==> src/rtl/seg_scan_decoder.sv <==
// seg_scan_decoder: rebuilds the two-digit value shown on a multiplexed 7-segment bus.
// Latency: a digit stable before edge N is captured at edge N+STABLE_CYCLES-1.
//          The frame-completing capture is published one edge later.
// Backpressure: none; this is a passive monitor of the scanned bus.
// Ports: clk, rstn (sync, active low); seg[6:0] (active low, seg[0]=a), an[1:0] (active low,
//        an[0]=units); units/tens/value decoded outputs; valid/stale levels; update pulse;
//        err sticky.
// Optional build macro SEG_SCAN_DECODER_HEX_EN: glyphs A..F decode to 10..15 in either slot.
module seg_scan_decoder #(
   parameter int STABLE_CYCLES  = 2,
   parameter int TIMEOUT_CYCLES = 64
) (
   input  logic       clk,
   input  logic       rstn,
   input  logic [6:0] seg,
   input  logic [1:0] an,
   output logic [3:0] units,
   output logic [3:0] tens,
   output logic [7:0] value,
   output logic       valid,
   output logic       update,
   output logic       stale,
   output logic       err
);

   localparam int CW = $clog2(STABLE_CYCLES) + 1;
   localparam int TW = $clog2(TIMEOUT_CYCLES) + 1;
   localparam logic [CW-1:0] CNT_MAX = CW'(STABLE_CYCLES - 1);
   localparam logic [TW-1:0] TMO_MAX = TW'(TIMEOUT_CYCLES - 1);

   typedef enum logic {COLLECT, COMMIT} state_t;

   state_t        state_q, state_d;
   logic [6:0]    s_seg_q;
   logic [1:0]    s_an_q;
   logic [CW-1:0] cnt_q, cnt_d;
   logic          armed_q, armed_d;
   logic [TW-1:0] tmo_q, tmo_d;
   logic          seen_u_q, seen_u_d, seen_t_q, seen_t_d;
   logic [3:0]    pend_u_q, pend_u_d, pend_t_q, pend_t_d;
   logic [3:0]    units_q, tens_q;
   logic [7:0]    value_q;
   logic          valid_q, stale_q, err_q;

   logic          armed_pre, fire, dec_ok, cap_u, cap_t, cap, bad, timeout, commit_go;
   logic [3:0]    dec_dig;

   // Returns {legal, digit}. Blank is only legal in the tens slot (leading-zero suppression).
   function automatic logic [4:0] decode(input logic [6:0] pat, input logic tens_slot);
      logic [4:0] r;
      case (pat)
         7'h40:   r = {1'b1, 4'd0};
         7'h79:   r = {1'b1, 4'd1};
         7'h24:   r = {1'b1, 4'd2};
         7'h30:   r = {1'b1, 4'd3};
         7'h19:   r = {1'b1, 4'd4};
         7'h12:   r = {1'b1, 4'd5};
         7'h02:   r = {1'b1, 4'd6};
         7'h78:   r = {1'b1, 4'd7};
         7'h00:   r = {1'b1, 4'd8};
         7'h10:   r = {1'b1, 4'd9};
         7'h7F:   r = {tens_slot, 4'd0};
`ifdef SEG_SCAN_DECODER_HEX_EN
         7'h08:   r = {1'b1, 4'd10};
         7'h03:   r = {1'b1, 4'd11};
         7'h46:   r = {1'b1, 4'd12};
         7'h21:   r = {1'b1, 4'd13};
         7'h06:   r = {1'b1, 4'd14};
         7'h0E:   r = {1'b1, 4'd15};
`endif
         default: r = 5'd0;
      endcase
      return r;
   endfunction

   // Stability is judged on the value being registered this edge, so the capture lands on the
   // same edge that the counter reaches its terminal count.
   always_comb begin
      armed_pre = 1'b0;
      cnt_d     = cnt_q;
      if ({an, seg} != {s_an_q, s_seg_q}) begin
         cnt_d     = '0;
         armed_pre = 1'b1;
      end else begin
         armed_pre = armed_q;
         if (cnt_q != CNT_MAX) cnt_d = cnt_q + 1'b1;
      end
      fire    = armed_pre && (cnt_d == CNT_MAX);
      armed_d = armed_pre && !fire;

      {dec_ok, dec_dig} = decode(seg, an == 2'b01);
      cap_u = fire && (an == 2'b10) && dec_ok;
      cap_t = fire && (an == 2'b01) && dec_ok;
      cap   = cap_u || cap_t;
      bad   = fire && ((an == 2'b00) || ((an != 2'b11) && !dec_ok));

      tmo_d = cap ? '0 : ((tmo_q == TMO_MAX) ? tmo_q : tmo_q + 1'b1);
      timeout = !cap && (tmo_d == TMO_MAX);
   end

   // Next-state logic
   always_comb begin
      state_d = COLLECT;
      if (state_q == COLLECT && seen_u_q && seen_t_q) state_d = COMMIT;
   end

   // Pending digit bookkeeping; a capture on the commit edge belongs to the next frame.
   always_comb begin
      commit_go = (state_d == COMMIT);
      seen_u_d  = seen_u_q;
      seen_t_d  = seen_t_q;
      if (commit_go || timeout) begin
         seen_u_d = 1'b0;
         seen_t_d = 1'b0;
      end
      if (cap_u) seen_u_d = 1'b1;
      if (cap_t) seen_t_d = 1'b1;
      pend_u_d = cap_u ? dec_dig : pend_u_q;
      pend_t_d = cap_t ? dec_dig : pend_t_q;
   end

   // State and datapath registers
   always_ff @(posedge clk) begin
      if (!rstn) begin
         state_q  <= COLLECT;
         s_seg_q  <= 7'h7F;
         s_an_q   <= 2'b11;
         cnt_q    <= '0;
         armed_q  <= 1'b0;
         tmo_q    <= '0;
         seen_u_q <= 1'b0;
         seen_t_q <= 1'b0;
         pend_u_q <= '0;
         pend_t_q <= '0;
         units_q  <= '0;
         tens_q   <= '0;
         value_q  <= '0;
         valid_q  <= 1'b0;
         stale_q  <= 1'b0;
         err_q    <= 1'b0;
      end else begin
         state_q  <= state_d;
         s_seg_q  <= seg;
         s_an_q   <= an;
         cnt_q    <= cnt_d;
         armed_q  <= armed_d;
         tmo_q    <= tmo_d;
         seen_u_q <= seen_u_d;
         seen_t_q <= seen_t_d;
         pend_u_q <= pend_u_d;
         pend_t_q <= pend_t_d;
         if (bad) err_q <= 1'b1;
         if (commit_go) begin
            units_q <= pend_u_q;
            tens_q  <= pend_t_q;
            value_q <= {1'b0, pend_t_q, 3'b000} + {3'b000, pend_t_q, 1'b0} + {4'h0, pend_u_q};
            valid_q <= 1'b1;
            stale_q <= 1'b0;
         end else if (timeout) begin
            valid_q <= 1'b0;
            stale_q <= 1'b1;
         end
      end
   end

   // Output logic
   always_comb begin
      update = (state_q == COMMIT);
      units  = units_q;
      tens   = tens_q;
      value  = value_q;
      valid  = valid_q;
      stale  = stale_q;
      err    = err_q;
   end

endmodule

==> config.mk <==
export PLATFORM = sky130hd
export DESIGN_NAME = seg_scan_decoder
export DESIGN_NICKNAME = d
export VERILOG_FILES = /design/src/rtl/seg_scan_decoder.sv
export SDC_FILE = /design/constraint.sdc
export NUM_CORES = 1
export LEC_CHECK = 0
export BUFFER_PORTS_ARGS = -buffer_cell sky130_fd_sc_hd__clkbuf_2
export CAP_MARGIN = 20
export CORE_MARGIN = 2
export CORE_UTILIZATION = 57
export CTS_CLUSTER_SIZE = 25
export DETAILED_ROUTE_END_ITERATION = 12
export GPL_TIMING_DRIVEN = 0
export HOLD_SLACK_MARGIN = 0.08
export PLACE_DENSITY = 0.79
export RECOVER_POWER = 100
export SETUP_SLACK_MARGIN = 0.5
export SYNTH_ARGS = -nofsm -noshare
export SYNTH_HDL_FRONTEND = slang
export SYNTH_SLANG_ARGS = --single-unit
==> constraint.sdc <==
create_clock -name clk -period 2.6 [get_ports clk]
set_input_delay 0.52 -clock clk [delete_from_list [all_inputs] [get_ports clk]]
set_output_delay 0.52 -clock clk [all_outputs]
set_load 0.02 [all_outputs]
# Word-level counts from Yosys, hierarchy flattened
# Cells that the tools add are included.
# Widths: inputs -> output; s select.
dict set report op_classes {
  add_sub_neg 4
  n_eq_ne 18
  mux 12
  n_bitwise 2
  reduce_logical 23
}
# cell count
set ops {}
lappend ops {{$pmux 5 s11} 1}
lappend ops {{$eq 7x6->1 const B} 4}
lappend ops {{$eq 7x7->1 const B} 4}
lappend ops {{$eq 7x5->1 const B} 3}
lappend ops {{$mux 7} 2}
lappend ops {{$logic_and 1x1->1} 11}
lappend ops {{$ne 9x9->1} 1}
lappend ops {{$add 7x5->8} 1}
lappend ops {{$add 8x4->8} 1}
lappend ops {{$add 7x1->7 const B} 1}
lappend ops {{$eq 7x2->1 const B} 1}
lappend ops {{$logic_not 7->1} 1}
lappend ops {{$mux 1} 7}
lappend ops {{$reduce_bool 2->1} 3}
lappend ops {{$eq 2x1->1 const B} 2}
lappend ops {{$mux 2} 2}
lappend ops {{$logic_not 1->1} 3}
lappend ops {{$logic_or 1x1->1} 3}
lappend ops {{$add 2x1->2 const B} 1}
lappend ops {{$eq 2x2->1 const B} 1}
lappend ops {{$logic_not 2->1} 1}
lappend ops {{$ne 2x1->1 const B} 1}
lappend ops {{$ne 2x2->1 const B} 1}
lappend ops {{$not 1->1} 2}
lappend ops {{$reduce_or 2->1} 1}
dict set report totals {
  ff_bits 49
  in_bits 11
  word_cells 75
}

# Depth between registers and ports, before layout
dict set report depth {
  depth_word 14
  mapped_depth 8
  ltp_nobuf 8
}

# Worst setup path before layout
# Ideal clock, no wire load.
dict set report synth_timing {
  kind {input port to flip-flop}
  start {in seg[4]}
  end {reg stale_q, in the netlist stale}
  setup_time_ns 0.116
  arrival_ns 2.137
  t_required_ns 2.484
  slack_ns 0.347
  path_stages 7
  cell_sequence {buf_6 -> or3b_1 -> or3_4 -> o41a_4 -> and2_4 -> o31a_1 -> o211a_1}
}
dict set report synth_between {
  elab_chain_len 10
  word_cells_on_any_way 26
  classes_between {13 x eq/ne; 4 x mux; 9 x reduce/logical}
}
# item line_no
set synth_rtl {}
lappend synth_rtl {{from (decl)} 15} ;# input logic [6:0] seg,
lappend synth_rtl {{$ne 9x9->1} 81} ;# if ({an, seg} != {s_an_q, s_seg_q}) begin
lappend synth_rtl {{$mux 2} 81}
lappend synth_rtl {{$eq 2x1->1} 88} ;# fire = armed_pre && (cnt_d == CNT_MAX);
lappend synth_rtl {{$logic_and 1x1->1} 88}
lappend synth_rtl {{$logic_and 1x1->1, on equally long branches (2 in series)} {92, 93}}
lappend synth_rtl {{$logic_or 1x1->1 *} 94} ;# cap = cap_u || cap_t;
lappend synth_rtl {{$mux 7} 97} ;# tmo_d = cap ? '0 : ((tmo_q == TMO_MAX) ? tmo_q : tmo_q + 1'b1);
lappend synth_rtl {{$eq 7x6->1} 98} ;# timeout = !cap && (tmo_d == TMO_MAX);
lappend synth_rtl {{$logic_and 1x1->1 *} 98}
lappend synth_rtl {{to (signal assigned)} 139} ;# stale_q <= 1'b0;
lappend synth_rtl {{to (signal assigned)} 158} ;# stale_q <= 1'b0;
lappend synth_rtl {{to (signal assigned)} 161} ;# stale_q <= 1'b1;
lappend synth_rtl {{to (decl)} 43} ;# logic valid_q, stale_q, err_q;
# Every way passes the cells marked *; elsewhere a longest branch is shown, timed or not.
# A chain may end at the register's enable or synchronous reset.

# Worst setup path after layout
dict set report layout_timing {
  start {in seg[2]}
  end {reg stale_q, in the netlist stale}
}
# The elaborated chain is that of the path after synthesis.

==> impl_results.md <==
- Status: finished, final reports clean
- Synth warn: 0
- Avg Vias per Cell: 5.52
- Cell leakage power: 0.996 nW
- GP Congestion: 0.844
- RSZ-0062 raised after global routing: false
- Ys flop type: dfxtp_1
- Skew final: 0.0120 ns
- Vias: 1909
- Number of port buffers: 27
- Worst-path fanout max: 10
- Gr ovfl total: 0
- Starting density of the core: 58.5%
- Ratio of cells with drive above 1 in the final layout: 13.5%
- Area contributors post-synth: dfxtp_1 41%, nand2_1 6.9%, a21oi_1 5.4%
- Pins Over Slew Limit: 0
- Clk Latency, worst-skew pair: 0.31 ns
- Die ar.: 4600 µm²
- DRC violations left: 0
- Post-synth EDFFs: 0
- Ant diodes: 0
- Vias in the first global route: 1604
- Slowest cell on crit path: or3b_2
- Crit share post-route: 84.6%
- Power Dens Cells: 489 nW/µm²
- Top-count cell post-synth: dfxtp_1
- Sequential share of the synthesized area: 41.4%
- DR pass1 iterations: 4
- Post-Place Cells: 337
- Nets@finish: 317
- Placed inst area: 2520 µm²
- Final setup viols: 0
- Max rail drop VDD: 0.000272 V
- Top cell type's share of synthesized area: 41.4%
- CTS Buffer Depth: 2
- Final Hold Fails: 0
- IO Count: 31
- Kind of critical path: in -> reg
- Commonest cells post-synth: 48 x dfxtp_1, 43 x nand2_1, 25 x a21oi_1
- Multi-input gate area: 1330 µm²
- DR iter-0 viols: 89
- CTS buffer count: 5
- Mapped Cells: 260
- Fmax: 0.455 GHz
- Die W: 67.8 µm
- Mapped Nets: 281
- Syn-to-layout area delta: 14.1%
- Worst Max-Slew Pin Slew: 0.547 ns
- Worst-case reg-to-reg path depth: 8
- Largest net degree at the start of global routing: 15
- Endpoint type of the worst setup path: flop
- Root Buffer: clkbuf_8
- HPWL after detailed placement: 3400 µm
- Synth Cell Area: 2320 µm²
- Register area: 967 µm²
- Mean Syn Cell Area: 8.94 µm²
- Clock transition at path regs: 0.08 ns
- Required time of the worst setup path: 2.80 ns
- Die Height: 67.8 µm
- Post-route setup TNS: 0 ns
- TritonCTS clock tree: done
- CTS sink count: 48
- Hold Crit Depth: 1
- GR Util All Layers: 21.9%
- Post-synth top area cell: dfxtp_1
- Netlist cell types: 53
- Worst path cell trace: clkbuf_2 -> clkbuf_1 -> or3b_2 -> a21oi_1 -> a2111oi_4 -> and2_4 -> o31a_1 -> o211a_1
- HP Class: reg -> reg
- Total core area: 3970 µm²
- Wire length per cell: 14.0 µm
- Async S/R FF share, synth: 0%
- Routed Antenna Nets: 0
- WP data arrival: 2.40 ns
- First-pass GRT wire length: 7460 µm
- Max_cap viols: 0
- H-tree Lvls: 2
- Fin crit period: 2.20 ns
- Worst Setup Start Kind: input pin
- Initial antenna violation count: 0
- Number of fill cells: 357
- Relative slew slack: 63.5%
- Routed WL: 4830 µm
- Largest stage delay, worst path: 0.49 ns
- Seq cells post-synth: 48
- Post-Layout Cell Count: 346
- Final Util: 66.8%
- Post-layout instance area: 2650 µm²
- Core Rows: 23
- Overall power: 1.30 mW
==> cell families after synthesis <==
logic type                 after synthesis  share of synthesized area, %
adders and majority gates               10                          6.03
DFF                                     48                          41.4
muxes                                    8                          3.50
AOI/OAI and AO/OA                       51                          15.1
buffers and inverters                   17                          3.72
xor gates and xnor gates                14                          5.28
and+or+nand+nor                        112                          25.0
==> repair_timing <==
item	CTS	global route
endpoints found under the hold margin	0	0
gates resized for setup	4	20
setup buffers	1	1
pin swaps	2	6
setup endpoints to repair	4	20
hold buffers	0	0
==> power breakdown <==
part	internal [mW]	leakage [nW]	total (mW)	switching, mW
Sequential	0.746	0.392	0.754	0.00827
Clock	0.182	0.0400	0.432	0.249
Combinational	0.0448	0.564	0.111	0.0662
Total	0.973	0.996	1.30	0.324
==> sequential cells by signal, summed over array words and instances (netlist names) <==
signal	count
armed_q	1
cnt_q	2
err	1
pend_t_q	4
pend_u_q	4
s_an_q	2
s_seg_q	7
seen_t_q	1
seen_u_q	1
stale	1
tens	4
tmo_q	7
units	4
update	1
valid	1
value	7
==> through the flow <==
| stage | hold WS [ns] | worst slack, ns |
|---|---|---|
| floorplan | 0.397 | 0.376 |
| global placement | 0.401 | 0.0992 |
| detailed placement | 0.415 | 0.0156 |
| CTS | 0.430 | 0.479 |
| global route | 0.443 | 0.335 |
| finish | 0.430 | 0.400 |
==> metal layers <==
metal | global-route usage [%] | vias up | wire, µm | share of wire [%]
li1 | - | 974 | - | -
met1 | 30.3 | 887 | 2310 | 48
met2 | 33.0 | 41 | 2210 | 46
met3 | 5.59 | 7 | 247 | 5.1
met4 | 7.75 | 0 | 65 | 1.3
met5 | 0 | - | 0 | 0
==> worst max-delay path: cells and delay by family <==
family          cells  cell delay (ns)
buf+inv             2             0.30
simple gates        2             0.71
compound gates      4             0.87
==> final cells by class <==
cell class / instances / area share, %
Multi-Input combinational cell: 195 / 50.2
Sequential cell: 48 / 36.5
Timing Repair Buffer: 29 / 4.48
Buffer: 15 / 3.16
Clock buffer: 5 / 2.60
Tap cell: 50 / 2.36
Clock inverter: 2 / 0.472
Inverter: 2 / 0.283
==> path summary, 6_finish.rpt <==
path	slack (ns)	from	endpoint
setup / recovery	0.40	seg[2]	stale$_SDFFE_PP0P_
hold reg to reg	0.43	cnt_q[0]$_SDFF_PN0_	cnt_q[1]$_SDFF_PN0_
hold / removal	0.43	cnt_q[0]$_SDFF_PN0_	cnt_q[1]$_SDFF_PN0_
setup reg to reg	0.45	pend_u_q[2]$_SDFFE_PN0P_	value[6]$_SDFFE_PN0P_
==> placed cells by master (no fill, tap or decap), types with 7 or more instances in the layout <==
cell	synthesis	routed
a21oi_1	25	23
clkbuf_1	9	33
dfxtp_1	48	45
ha_1	8	7
mux2i_1	7	7
nand2_1	43	43
nand2b_1	11	11
nand3_1	7	7
nor2_1	19	19
xor2_1	10	10
No activity file was read; power rests on OpenSTA's default activity.
